**config.mk**
```make
export PLATFORM = sky130hd
export DESIGN_NAME = trace_reader
export DESIGN_NICKNAME = d
export VERILOG_FILES = /design/src/rtl/raybox_pkg.sv /design/src/rtl/wall_span.sv /design/src/rtl/trace_reader.sv
export SDC_FILE = /design/constraint.sdc
export NUM_CORES = 1
export LEC_CHECK = 0
export ABC_AREA = 1
export BUFFER_PORTS_ARGS = -buffer_cell sky130_fd_sc_hd__buf_2
export CELL_PAD_IN_SITES_DETAIL_PLACEMENT = 0
export CELL_PAD_IN_SITES_GLOBAL_PLACEMENT = 1
export CORE_MARGIN = 4
export CORE_UTILIZATION = 38
export CTS_BUF_LIST = sky130_fd_sc_hd__clkbuf_4
export CTS_CLUSTER_DIAMETER = 40
export DETAILED_ROUTE_END_ITERATION = 12
export PLACE_DENSITY_LB_ADDON = 0.1
export SETUP_SLACK_MARGIN = 0.15
export SYNTH_ARGS = -nofsm -noshare
export SYNTH_HDL_FRONTEND = slang
export SYNTH_HIERARCHICAL = 1
export SYNTH_SLANG_ARGS = --single-unit
```
**constraint.sdc**
```tcl
create_clock -name clk -period 1.7 [get_ports clk]
set_input_delay 0.255 -clock clk [delete_from_list [all_inputs] [get_ports clk]]
set_output_delay 0.255 -clock clk [all_outputs]
set_load 0.01 [all_outputs]
```
**src/rtl/raybox_pkg.sv**
```systemverilog
// raybox_pkg: display timing, trace pipeline lead and reader FSM encoding shared by the raybox blocks
package raybox_pkg;
  localparam logic [9:0] H_VIEW     = 10'd640;
  localparam logic [9:0] H_TOTAL    = 10'd800;
  localparam logic [9:0] V_VIEW     = 10'd480;
  localparam logic [9:0] V_TOTAL    = 10'd525;
  localparam logic [9:0] V_HALF     = 10'd240;
  localparam logic [9:0] TRACE_LEAD = 10'd2;
  typedef enum logic [2:0] {
    IDLE,
    PREFETCH,
    STREAM,
    DRAIN,
    HBLANK
  } trace_state_e;
endpackage

```
**src/rtl/wall_span.sv**
```systemverilog
// wall_span: clamps a column's wall half-height and classifies a line as ceiling, wall or floor
module wall_span
  import raybox_pkg::*;
(
  input  logic [9:0] height,
  input  logic [9:0] vpos,
  output logic       wall_en,
  output logic       is_ceiling,
  output logic       is_floor
);
  logic [9:0] h;
  logic [9:0] top;
  logic [9:0] bottom;
  assign h          = height > V_HALF ? V_HALF : height;
  assign top        = V_HALF - h;
  assign bottom     = V_HALF + h;
  assign is_ceiling = vpos < top;
  assign is_floor   = vpos >= bottom;
  assign wall_en    = !is_ceiling && !is_floor;
endmodule

```
**src/rtl/trace_reader.sv**
```systemverilog
// trace_reader: streams per-column trace entries two pixels ahead of the beam and
// hands the trace buffer to the writer during vertical blanking
module trace_reader
  import raybox_pkg::*;
(
  input  logic        clk,
  input  logic        reset_n,
  input  logic [9:0]  hpos,
  input  logic [9:0]  vpos,
  output logic        tb_cs,
  output logic        tb_oe,
  output logic        tb_we,
  output logic [9:0]  tb_column,
  input  logic [15:0] tb_distance,
  input  logic        tb_side,
  input  logic [5:0]  tb_tex,
  output logic        wall_en,
  output logic        is_ceiling,
  output logic        is_floor,
  output logic        wall_side,
  output logic [5:0]  wall_tex,
  output logic        bus_free
);
  trace_state_e state, state_n;
  logic [9:0] hnext;
  logic [9:0] vnext;
  logic       line_end;
  logic       pre_line;
  logic       vis;
  logic       span_wall;
  logic       span_ceil;
  logic       span_floor;
  assign line_end = hpos == H_TOTAL - 10'd1;
  assign hnext    = line_end ? '0 : hpos + 10'd1;
  assign vnext    = !line_end ? vpos : (vpos == V_TOTAL - 10'd1) ? '0 : vpos + 10'd1;
  assign pre_line = (vpos < V_VIEW - 10'd1) || (vpos == V_TOTAL - 10'd1);
  // every state re-checks the beam position so a sync generator jump falls back to IDLE
  always_comb begin
    state_n = IDLE;
    case (state)
      IDLE:     state_n = (hpos == H_TOTAL - 10'd3 && pre_line) ? PREFETCH : IDLE;
      PREFETCH: state_n = (hpos == H_TOTAL - 10'd2 && pre_line) ? PREFETCH :
                          (line_end && vnext < V_VIEW) ? STREAM : IDLE;
      STREAM:   state_n = (vpos >= V_VIEW || hpos > H_VIEW - 10'd3) ? IDLE :
                          (hpos == H_VIEW - 10'd3) ? DRAIN : STREAM;
      DRAIN:    state_n = hpos == H_VIEW - 10'd2 ? DRAIN : hpos == H_VIEW - 10'd1 ? HBLANK : IDLE;
      HBLANK:   state_n = (hpos == H_TOTAL - 10'd3 && pre_line) ? PREFETCH :
                          (hpos >= H_VIEW && hpos < H_TOTAL - 10'd3) ? HBLANK : IDLE;
      default:  state_n = IDLE;
    endcase
  end
  always_ff @(posedge clk or negedge reset_n)
    if (!reset_n) state <= IDLE;
    else          state <= state_n;
  assign tb_cs     = state == PREFETCH || state == STREAM;
  assign tb_oe     = tb_cs;
  assign tb_we     = 1'b0;
  assign tb_column = state == PREFETCH ? hpos - (H_TOTAL - TRACE_LEAD) :
                     state == STREAM   ? hpos + TRACE_LEAD : '0;
  // read data is live exactly when the FSM stays in the stream; it lands on the next pixel
  assign vis = (state_n == STREAM || state_n == DRAIN) && vnext < V_VIEW;
  wall_span u_span (
    .height     (tb_distance[15:6]),
    .vpos       (vnext),
    .wall_en    (span_wall),
    .is_ceiling (span_ceil),
    .is_floor   (span_floor)
  );
  always_ff @(posedge clk or negedge reset_n)
    if (!reset_n) begin
      wall_en    <= 1'b0;
      is_ceiling <= 1'b0;
      is_floor   <= 1'b0;
      wall_side  <= 1'b0;
      wall_tex   <= '0;
      bus_free   <= 1'b0;
    end else begin
      wall_en    <= vis && span_wall;
      is_ceiling <= vis && span_ceil;
      is_floor   <= vis && span_floor;
      wall_side  <= vis && tb_side;
      wall_tex   <= vis ? tb_tex : '0;
      bus_free   <= vnext >= V_VIEW && !(vnext == V_TOTAL - 10'd1 && hnext >= H_TOTAL - 10'd4);
    end
endmodule

```
==> results of run 1 <==
where the power goes:
part           leakage, nW  switching (mW)  internal [mW]
Clock               0.0138          0.0895         0.0818
Sequential           0.188        0.000343          0.334
Combinational         2.23           0.436          0.390
synth_stat cells:
cell	n	area share
nand3b_1	1	0.0029
nand2_8	1	0.0077
buf_6	1	0.0043
a31oi_1	1	0.0024
nor3_1	11	0.021
o2bb2ai_1	1	0.0034
nand2_4	2	0.0087
nand2_1	105	0.15
nor2_2	14	0.034
nand3_4	1	0.0067
nor2_8	2	0.015
clkinv_2	1	0.0019
o31ai_1	3	0.0087
a21bo_2	1	0.0039
xor2_1	12	0.040
inv_4	2	0.0048
inv_1	59	0.085
buf_4	4	0.012
nand3_2	4	0.015
o211ai_1	2	0.0058
nand3b_2	1	0.0043
a21oi_2	1	0.0034
o21ai_1	3	0.0058
nand4_1	11	0.027
nand3_1	28	0.054
a21o_1	1	0.0029
buf_2	2	0.0039
inv_2	8	0.012
nor2_4	6	0.026
ha_1	24	0.12
o21ai_0	14	0.027
dfrtp_1	14	0.13
xnor2_1	2	0.0067
nand2_2	6	0.014
a21boi_0	1	0.0029
conb_1	2	0.0029
nor2_1	51	0.074
a21oi_1	16	0.031
o211ai_4	2	0.016
state kept, by name (all words and copies together) (netlist names):
register / flops
bus_free: 1
wall_tex: 6
is_floor: 1
wall_side: 1
wall_en: 1
state: 3
is_ceiling: 1
tightest hold or removal path: stages:
cell,delay [ns]
buf_2,0.09
inv_1,0.05
nor2_2,0.04
repair_timing:
action | 4_1_cts | 5_1_grt
resized for setup | 92 | 79
endpoints found under the hold margin | 14 | 0
buffers inserted | 12 | 16
endpoints found under the setup margin | 23 | 24
gates cloned | 2 | 0
hold buffers | 1 | 0
pin swaps | 45 | 38
stage by stage:
step	utilization	instance area (µm²)	setup slack [ns]
6_report	0.7384	4796	-0.3117
5_1_grt	0.7384	4796	-0.4573
4_1_cts	0.6652	4320	-0.2760
3_5_place_dp	0.5889	3825	-0.7554
3_3_place_gp	0.5889	3825	-0.6877
2_1_floorplan	-	2760	-0.3382
layout make-up:
type,instances,area (µm²),area share
Multi-Input combinational cell,333,2594,0.5408
Timing Repair Buffer,186,1431,0.2985
Sequential cell,14,354.1,0.07383
Inverter,70,297.8,0.06209
Tap cell,77,96.34,0.02009
Clock buffer,3,22.52,0.004696
per-layer routing:
| metal | GRT usage | up-vias | share of wire |
|---|---|---|---|
| met5 | 0 | - | 0 |
| li1 | - | 1720 | - |
| met1 | 0.2865 | 1477 | 0.45 |
| met3 | 0.02250 | 16 | 0.050 |
| met4 | 0.04082 | 0 | 0.017 |
| met2 | 0.3613 | 82 | 0.48 |
worst max path at each step:
| stage | end | slack (ns) | cells after the start |
|---|---|---|---|
| 4_1_cts | wall_en$_DFF_PN0_ | -0.28 | 18 |
| 3_3_place_gp | wall_en$_DFF_PN0_ | -0.69 | 16 |
| 3_5_place_dp | wall_en$_DFF_PN0_ | -0.76 | 16 |
| 2_1_floorplan | wall_en$_DFF_PN0_ | -0.34 | 17 |
| 5_1_grt | wall_en$_DFF_PN0_ | -0.46 | 18 |
| 6_report | wall_en$_DFF_PN0_ | -0.31 | 18 |
kinds of logic (layout without fill, tap and decap cells):
logic type,count (synthesis),after routing,share of synthesized area
XOR/XNOR,14,14,0.04723
other,2,3,0.002893
flip-flops,14,14,0.1349
AND/OR/NAND/NOR,244,245,0.4626
AO/OA/AOI/OAI,46,47,0.1133
buffers and inverters,77,259,0.1234
adder cells (fa/ha/maj),24,24,0.1157
==> summary.md, run 1 <==
| Metric | Value |
|---|---|
| Num Clock Sinks | `14` |
| Cell family with most CP delay | `simple AND/OR/NAND/NOR gates` |
| Worst Path Required | `1.85 ns` |
| Drt wl/cell | `13.33 µm` |
| Residual DRC count | `0` |
| Port bufs | `61` |
| TNS Setup | `-0.9992 ns` |
| Mapped Avg Cell Area | `6.167 µm²` |
| Setup WS post-layout | `-0.3117 ns` |
| Max_cap viols | `0` |
| Worst path bufs/invs | `5` |
| Seq/Total Area, Yosys | `0.1349` |
| Core Area | `0.006495 mm²` |
| Max Fclk | `497.1 MHz` |
| Initial DRC Count | `94` |
| Die X | `90.66 µm` |
| Worst setup EP type | `register` |
| FF+latch count, synth | `14` |
| Hold_ws | `0.1992 ns` |
| Run status | `complete, but fails checks` |
| DR pass1 iterations | `4` |
| Yosys warns | `6` |
| Rows | `29` |
| First-pass GRT wire length | `14,570 µm` |
| Commonest non-fill, non-tap cell in the layout | `buf_4` |
| Layout Skew | `0.004781 ns` |
| Hpwl dp | `6617 µm` |
| Pwr dens | `277.7 mW/mm²` |
| FF-to-FF path depth | `7` |
| Dpl cells | `649` |
| Reg2reg setup slack | `0.11 ns` |
| Hold Violations, Final | `0` |
| Die Ht | `90.66 µm` |
| Cts bufs inserted | `3` |
| I/O pins | `69` |
| Antenna violation net count after detailed routing | `0` |
| Tcrit/Tclk final | `1.183` |
| Largest net degree at the start of global routing | `15` |
| Global Route Usage Sum | `0.2110` |
| Post-route insts no fill | `683` |
| RSZ-0062 raised after global routing | `true` |
| Area growth, synth to finish | `84.72%` |
| Most frequent cells in the layout | `buf_4, nand2_1, inv_1` |
| WL final | `9105 µm` |
| Pwr Total | `1.332 mW` |
| Diode count | `0` |
| Vias per cell | `4.824` |
| Hold Crit Start | `tb_tex[2]` |
| Die area | `0.008218 mm²` |
| Initial antenna violation count | `0` |
| Post-Syn Area | `0.002596 mm²` |
| Worst-path clk slew | `0.07 ns` |
| Worst setup path startpoint | `tb_distance[9]` |
| Max Slew Vio Count | `0` |
| Delay of the slowest critical-path stage | `0.28 ns` |
| Worst Path Arrival | `2.17 ns` |
| Post-layout min period | `2.012 ns` |
| Slowest library cell on the worst path | `ha_4` |
| Nets | `677` |
| Worst Setup Start Kind | `primary input` |
| Total leakage power | `2.430 nW` |
| Crit-path cells | `buf_6, nor2_4, nand2_2, nand2_4, nand2_8, buf_4, nor2_4, buf_4, xor2_1, inv_1, ha_4, nand4_1, nor3_2, nand2_1, nand3_2, nor2_1, inv_1, nor2_2` |
| Fill count | `523` |
| Final Setup Violations | `6` |
| Violated checks | `negative setup slack` |
| Root buffer cell | `clkbuf_4` |
| Hold depth | `3` |
| R2r endpoint | `is_floor$_DFF_PN0_` |
| Initial core utilization | `0.3997` |
| Clock Tree Buf Depth | `2` |
| Hold Path End | `wall_tex[2]$_DFF_PN0_` |
| Placer congestion estimate | `0.8589` |
| Worst-Skew Late Latency | `0.27 ns` |
| CP Max Fanout | `5` |
| Share of layout cells above drive strength 1 | `0.5792` |
| CTS H-tree lvls | `1` |
| Post-synthesis cell count | `421` |
| CTS tree | `done` |
| R2R Path Start | `state[2]$_DFF_PN0_` |
| Critical path class | `primary input to register` |
| Worst hold path class | `primary input to register` |
| Synth unique cells | `39` |
| Vias in the first global route | `3,197` |
| Via count | `3,295` |
| Grt total ovfl | `0` |
| Worst vdd ir | `0.4846 mV` |
No activity file was read; power rests on OpenSTA's default activity.
==> inputs of run 2 (changes only) <==
==> constraint.sdc (replaced) <==
create_clock -name clk -period 1.7 [get_ports clk]
set_input_delay 0 -clock clk [delete_from_list [all_inputs] [get_ports clk]]
set_output_delay 0 -clock clk [all_outputs]
set_load 0.01 [all_outputs]
==> run 2 against run 1 <==
Compared with the run above:
- worst setup slack improved by 0.27 ns
- wire length is 7.3% lower
- die area unchanged
- highest routed layer unchanged
- worst hold slack got worse by 0.045 ns
- critical path type unchanged
- global-route usage down 1.3 points
- non-clock buffer count decreased by 14
- critical path depth increased by 3
- sequential power hardly changed
- critical endpoint unchanged
- via count shrank 3.5%
- final cell count fell by 2.0%
- sequential cell count is the same
- the run still ends with negative setup slack left
==> summary.md, run 2 (synthesis gave the netlist of run 1 again) <==
| Metric | Value |
|---|---|
| Vias per cell | `4.752 (was 4.824)` |
| Via count | `3,179 (was 3,295)` |
| Diode count | `0 (unchanged)` |
| Worst Path Arrival | `1.95 ns (was 2.17 ns)` |
| Rows | `29 (unchanged)` |
| R2R Path Start | `state[2]$_DFF_PN0_ (unchanged)` |
| Post-DP Area | `0.003695 mm² (was 0.003825 mm²)` |
| Largest register FFs | `6 (unchanged)` |
| Commonest non-fill, non-tap cell in the layout | `buf_4 (unchanged)` |
| Placer congestion estimate | `0.9461 (was 0.8589)` |
| Nets | `662 (was 677)` |
| Internal power | `0.7790 mW (was 0.8058 mW)` |
| CTS H-tree lvls | `1 (unchanged)` |
| RSZ-0062 raised after global routing | `true (unchanged)` |
| Initial core utilization | `0.3997 (unchanged)` |
| Port bufs | `61 (unchanged)` |
| Clock Tree Buf Depth | `2 (unchanged)` |
| Reg2reg setup slack | `0.24 ns (was 0.11 ns)` |
| Layout Skew | `0.001070 ns (was 0.004781 ns)` |
| Final Setup Violations | `1 (was 6)` |
| Worst hold path class | `primary input to async pin (was primary input to register)` |
| Fill count | `613 (was 523)` |
| First-pass GRT wire length | `13,810 µm (was 14,570 µm)` |
| Worst setup endpoint | `wall_en$_DFF_PN0_ (unchanged)` |
| Critical path class | `primary input to register (unchanged)` |
| Most frequent cells in the layout | `buf_4, nand2_1, buf_2 (was buf_4, nand2_1, inv_1)` |
| Combinational share of power | `0.602 (was 0.620)` |
| Antenna violation net count after detailed routing | `0 (unchanged)` |
| Max Fclk | `573.4 MHz (was 497.1 MHz)` |
| Regs by FF count | `wall_tex x6, state x3 (unchanged)` |
| Clock share of power | `0.139 (was 0.129)` |
| Hold Violations, Final | `0 (unchanged)` |
| Initial DRC Count | `87 (was 94)` |
| Worst Path Required | `1.91 ns (was 1.85 ns)` |
| Grt total ovfl | `0 (unchanged)` |
| Worst vdd ir | `0.3889 mV (was 0.4846 mV)` |
| Global Route Usage Sum | `0.1976 (was 0.2110)` |
| Setup WS post-layout | `-0.04398 ns (was -0.3117 ns)` |
| Worst-Skew Late Latency | `0.27 ns (about the same)` |
| R2r endpoint | `is_floor$_DFF_PN0_ (unchanged)` |
| NetSw | `0.5120 mW (was 0.5260 mW)` |
| Worst-path clk slew | `0.08 ns (was 0.07 ns)` |
| Die Ht | `90.66 µm (unchanged)` |
| Drt wl/cell | `12.62 µm (was 13.33 µm)` |
| I/O pins | `69 (unchanged)` |
| CTS tree | `done (unchanged)` |
| Run status | `complete, but fails checks (unchanged)` |
| Worst setup EP type | `register (unchanged)` |
| Initial antenna violation count | `0 (unchanged)` |
| Flop pwr share | `0.259 (was 0.251)` |
| Largest net degree at the start of global routing | `15 (unchanged)` |
| Die area | `0.008218 mm² (unchanged)` |
| Violated checks | `negative setup slack (unchanged)` |
| Die X | `90.66 µm (unchanged)` |
| Sw frac | `0.3966 (was 0.3950)` |
| Hpwl dp | `6496 µm (was 6617 µm)` |
| TNS Setup | `-0.04398 ns (was -0.9992 ns)` |
| Cts bufs inserted | `3 (unchanged)` |
| FF-to-FF path depth | `8 (was 7)` |
| Post-layout min period | `1.744 ns (was 2.012 ns)` |
| CP Max Fanout | `5 (unchanged)` |
| Largest register by flop count | `wall_tex (unchanged)` |
| Num Clock Sinks | `14 (unchanged)` |
| Worst setup path startpoint | `tb_distance[6] (was tb_distance[9])` |
| Pwr dens | `291.8 mW/mm² (was 277.7 mW/mm²)` |
| Residual DRC count | `0 (unchanged)` |
| Share of layout cells above drive strength 1 | `0.5203 (was 0.5792)` |
| Core Area | `0.006495 mm² (unchanged)` |
| Max_cap viols | `0 (unchanged)` |
| DR pass1 iterations | `4 (unchanged)` |
| WL final | `8442 µm (was 9105 µm)` |
| Area growth, synth to finish | `70.41% (was 84.72%)` |
| Vias in the first global route | `3,068 (was 3,197)` |
| Worst Setup Start Kind | `primary input (unchanged)` |
| Total leakage power | `2.303 nW (was 2.430 nW)` |
| Design Area, Final | `0.004424 mm² (was 0.004796 mm²)` |
| Tcrit/Tclk final | `1.026 (was 1.183)` |
| Root buffer cell | `clkbuf_4 (unchanged)` |
| Max Slew Vio Count | `0 (unchanged)` |
==> run 2: cell count changes in the layout (fill, tap and decap cells not counted), moves of 4 or more <==
cell           previous run  this run
buf_2                    40        53
buf_4                   115       101
buf_6                    26         7
dlygate4sd3_1             1         8
inv_2                    20        15
inv_4                     3         7
nor2_2                   16        22
nor2_4                   22        14
==> run 2: routing by layer <==
| metal | share of wire | up-vias | global-route usage |
|---|---|---|---|
| li1 | - | 1686 | - |
| met1 | 0.46 | 1422 | 0.2689 |
| met2 | 0.49 | 63 | 0.3447 |
| met3 | 0.040 | 8 | 0.02000 |
| met4 | 0.0097 | 0 | 0.02551 |
| met5 | 0 | - | 0 |
==> run 2: area by class of cell <==
| cell class | count | area (µm²) | share of cell area |
|---|---|---|---|
| multi-input combinational | 332 | 2424 | 0.5478 |
| clock buffer | 3 | 22.52 | 0.005091 |
| inverter | 70 | 295.3 | 0.06674 |
| timing repair buffer | 172 | 1232 | 0.2786 |
| tap | 77 | 96.34 | 0.02178 |
| sequential | 14 | 350.3 | 0.07919 |
| clock inverter | 1 | 3.754 | 0.0008484 |
==> run 2: critical path, stage by stage <==
cell and delay, ns:
buf_8 0.10, nor2_4 0.10, nand2_2 0.07, nand2_4 0.10
nand2_8 0.08, inv_4 0.08, nand2_4 0.04, ha_4 0.17
nand3_4 0.10, nand2_2 0.06, nand2_2 0.06, nand2_2 0.07
ha_4 0.26, nand2_1 0.05, nor2_2 0.11, nand4_1 0.11
nor2_1 0.14, nor2_2 0.06, nor2_1 0.08, inv_1 0.05
nor2_2 0.06
==> run 2: worst min path at each step <==
| stage | from | endpoint | slack [ns] | cells past startpoint |
|---|---|---|---|---|
| 2_1_floorplan | reset_n | bus_free$_DFF_PN0_ | -0.30 | 0 |
| 3_3_place_gp | reset_n | wall_side$_DFF_PN0_ | -0.1 | 1 |
| 3_5_place_dp | reset_n | wall_side$_DFF_PN0_ | -0.1 | 1 |
| 4_1_cts | reset_n | wall_side$_DFF_PN0_ | 0.14 | 2 |
| 5_1_grt | reset_n | wall_tex[4]$_DFF_PN0_ | 0.17 | 2 |
| 6_report | reset_n | wall_tex[0]$_DFF_PN0_ | 0.15 | 2 |
==> run 2: power by group through the flow <==
stage / combinational [mW] / clock (mW) / sequential, mW
after detailed placement: 0.616 / 0 / 0.341
after global placement: 0.613 / 0 / 0.341
after floorplan: 0.347 / 0 / 0.342
final: 0.777 / 0.180 / 0.335
after global routing: 0.861 / 0.201 / 0.335
after CTS: 0.701 / 0.186 / 0.334
==> run 2: what timing repair did <==
action,CTS,global route
pin swaps,31,30
endpoints found under the setup margin,10,20
hold endpoints to repair,21,0
gates resized for setup,52,58
cloned,1,0
buffers inserted,9,15
hold buffers,8,0
==> run 2: per-stage QoR <==
step | hold slack, ns | power (mW) | util | worst slack [ns] | instances
final | 0.1541 | 1.291 | 0.6812 | -0.04398 | 669
after global routing | 0.1704 | 1.397 | 0.6812 | -0.2053 | 669
after CTS | 0.1429 | 1.222 | 0.6319 | -0.01273 | 654
after detailed placement | -0.09580 | 0.9570 | 0.5689 | -0.4193 | 632
after global placement | -0.09887 | 0.9545 | 0.5689 | -0.3927 | 632
after floorplan | -0.2956 | 0.6889 | - | -0.08316 | 422
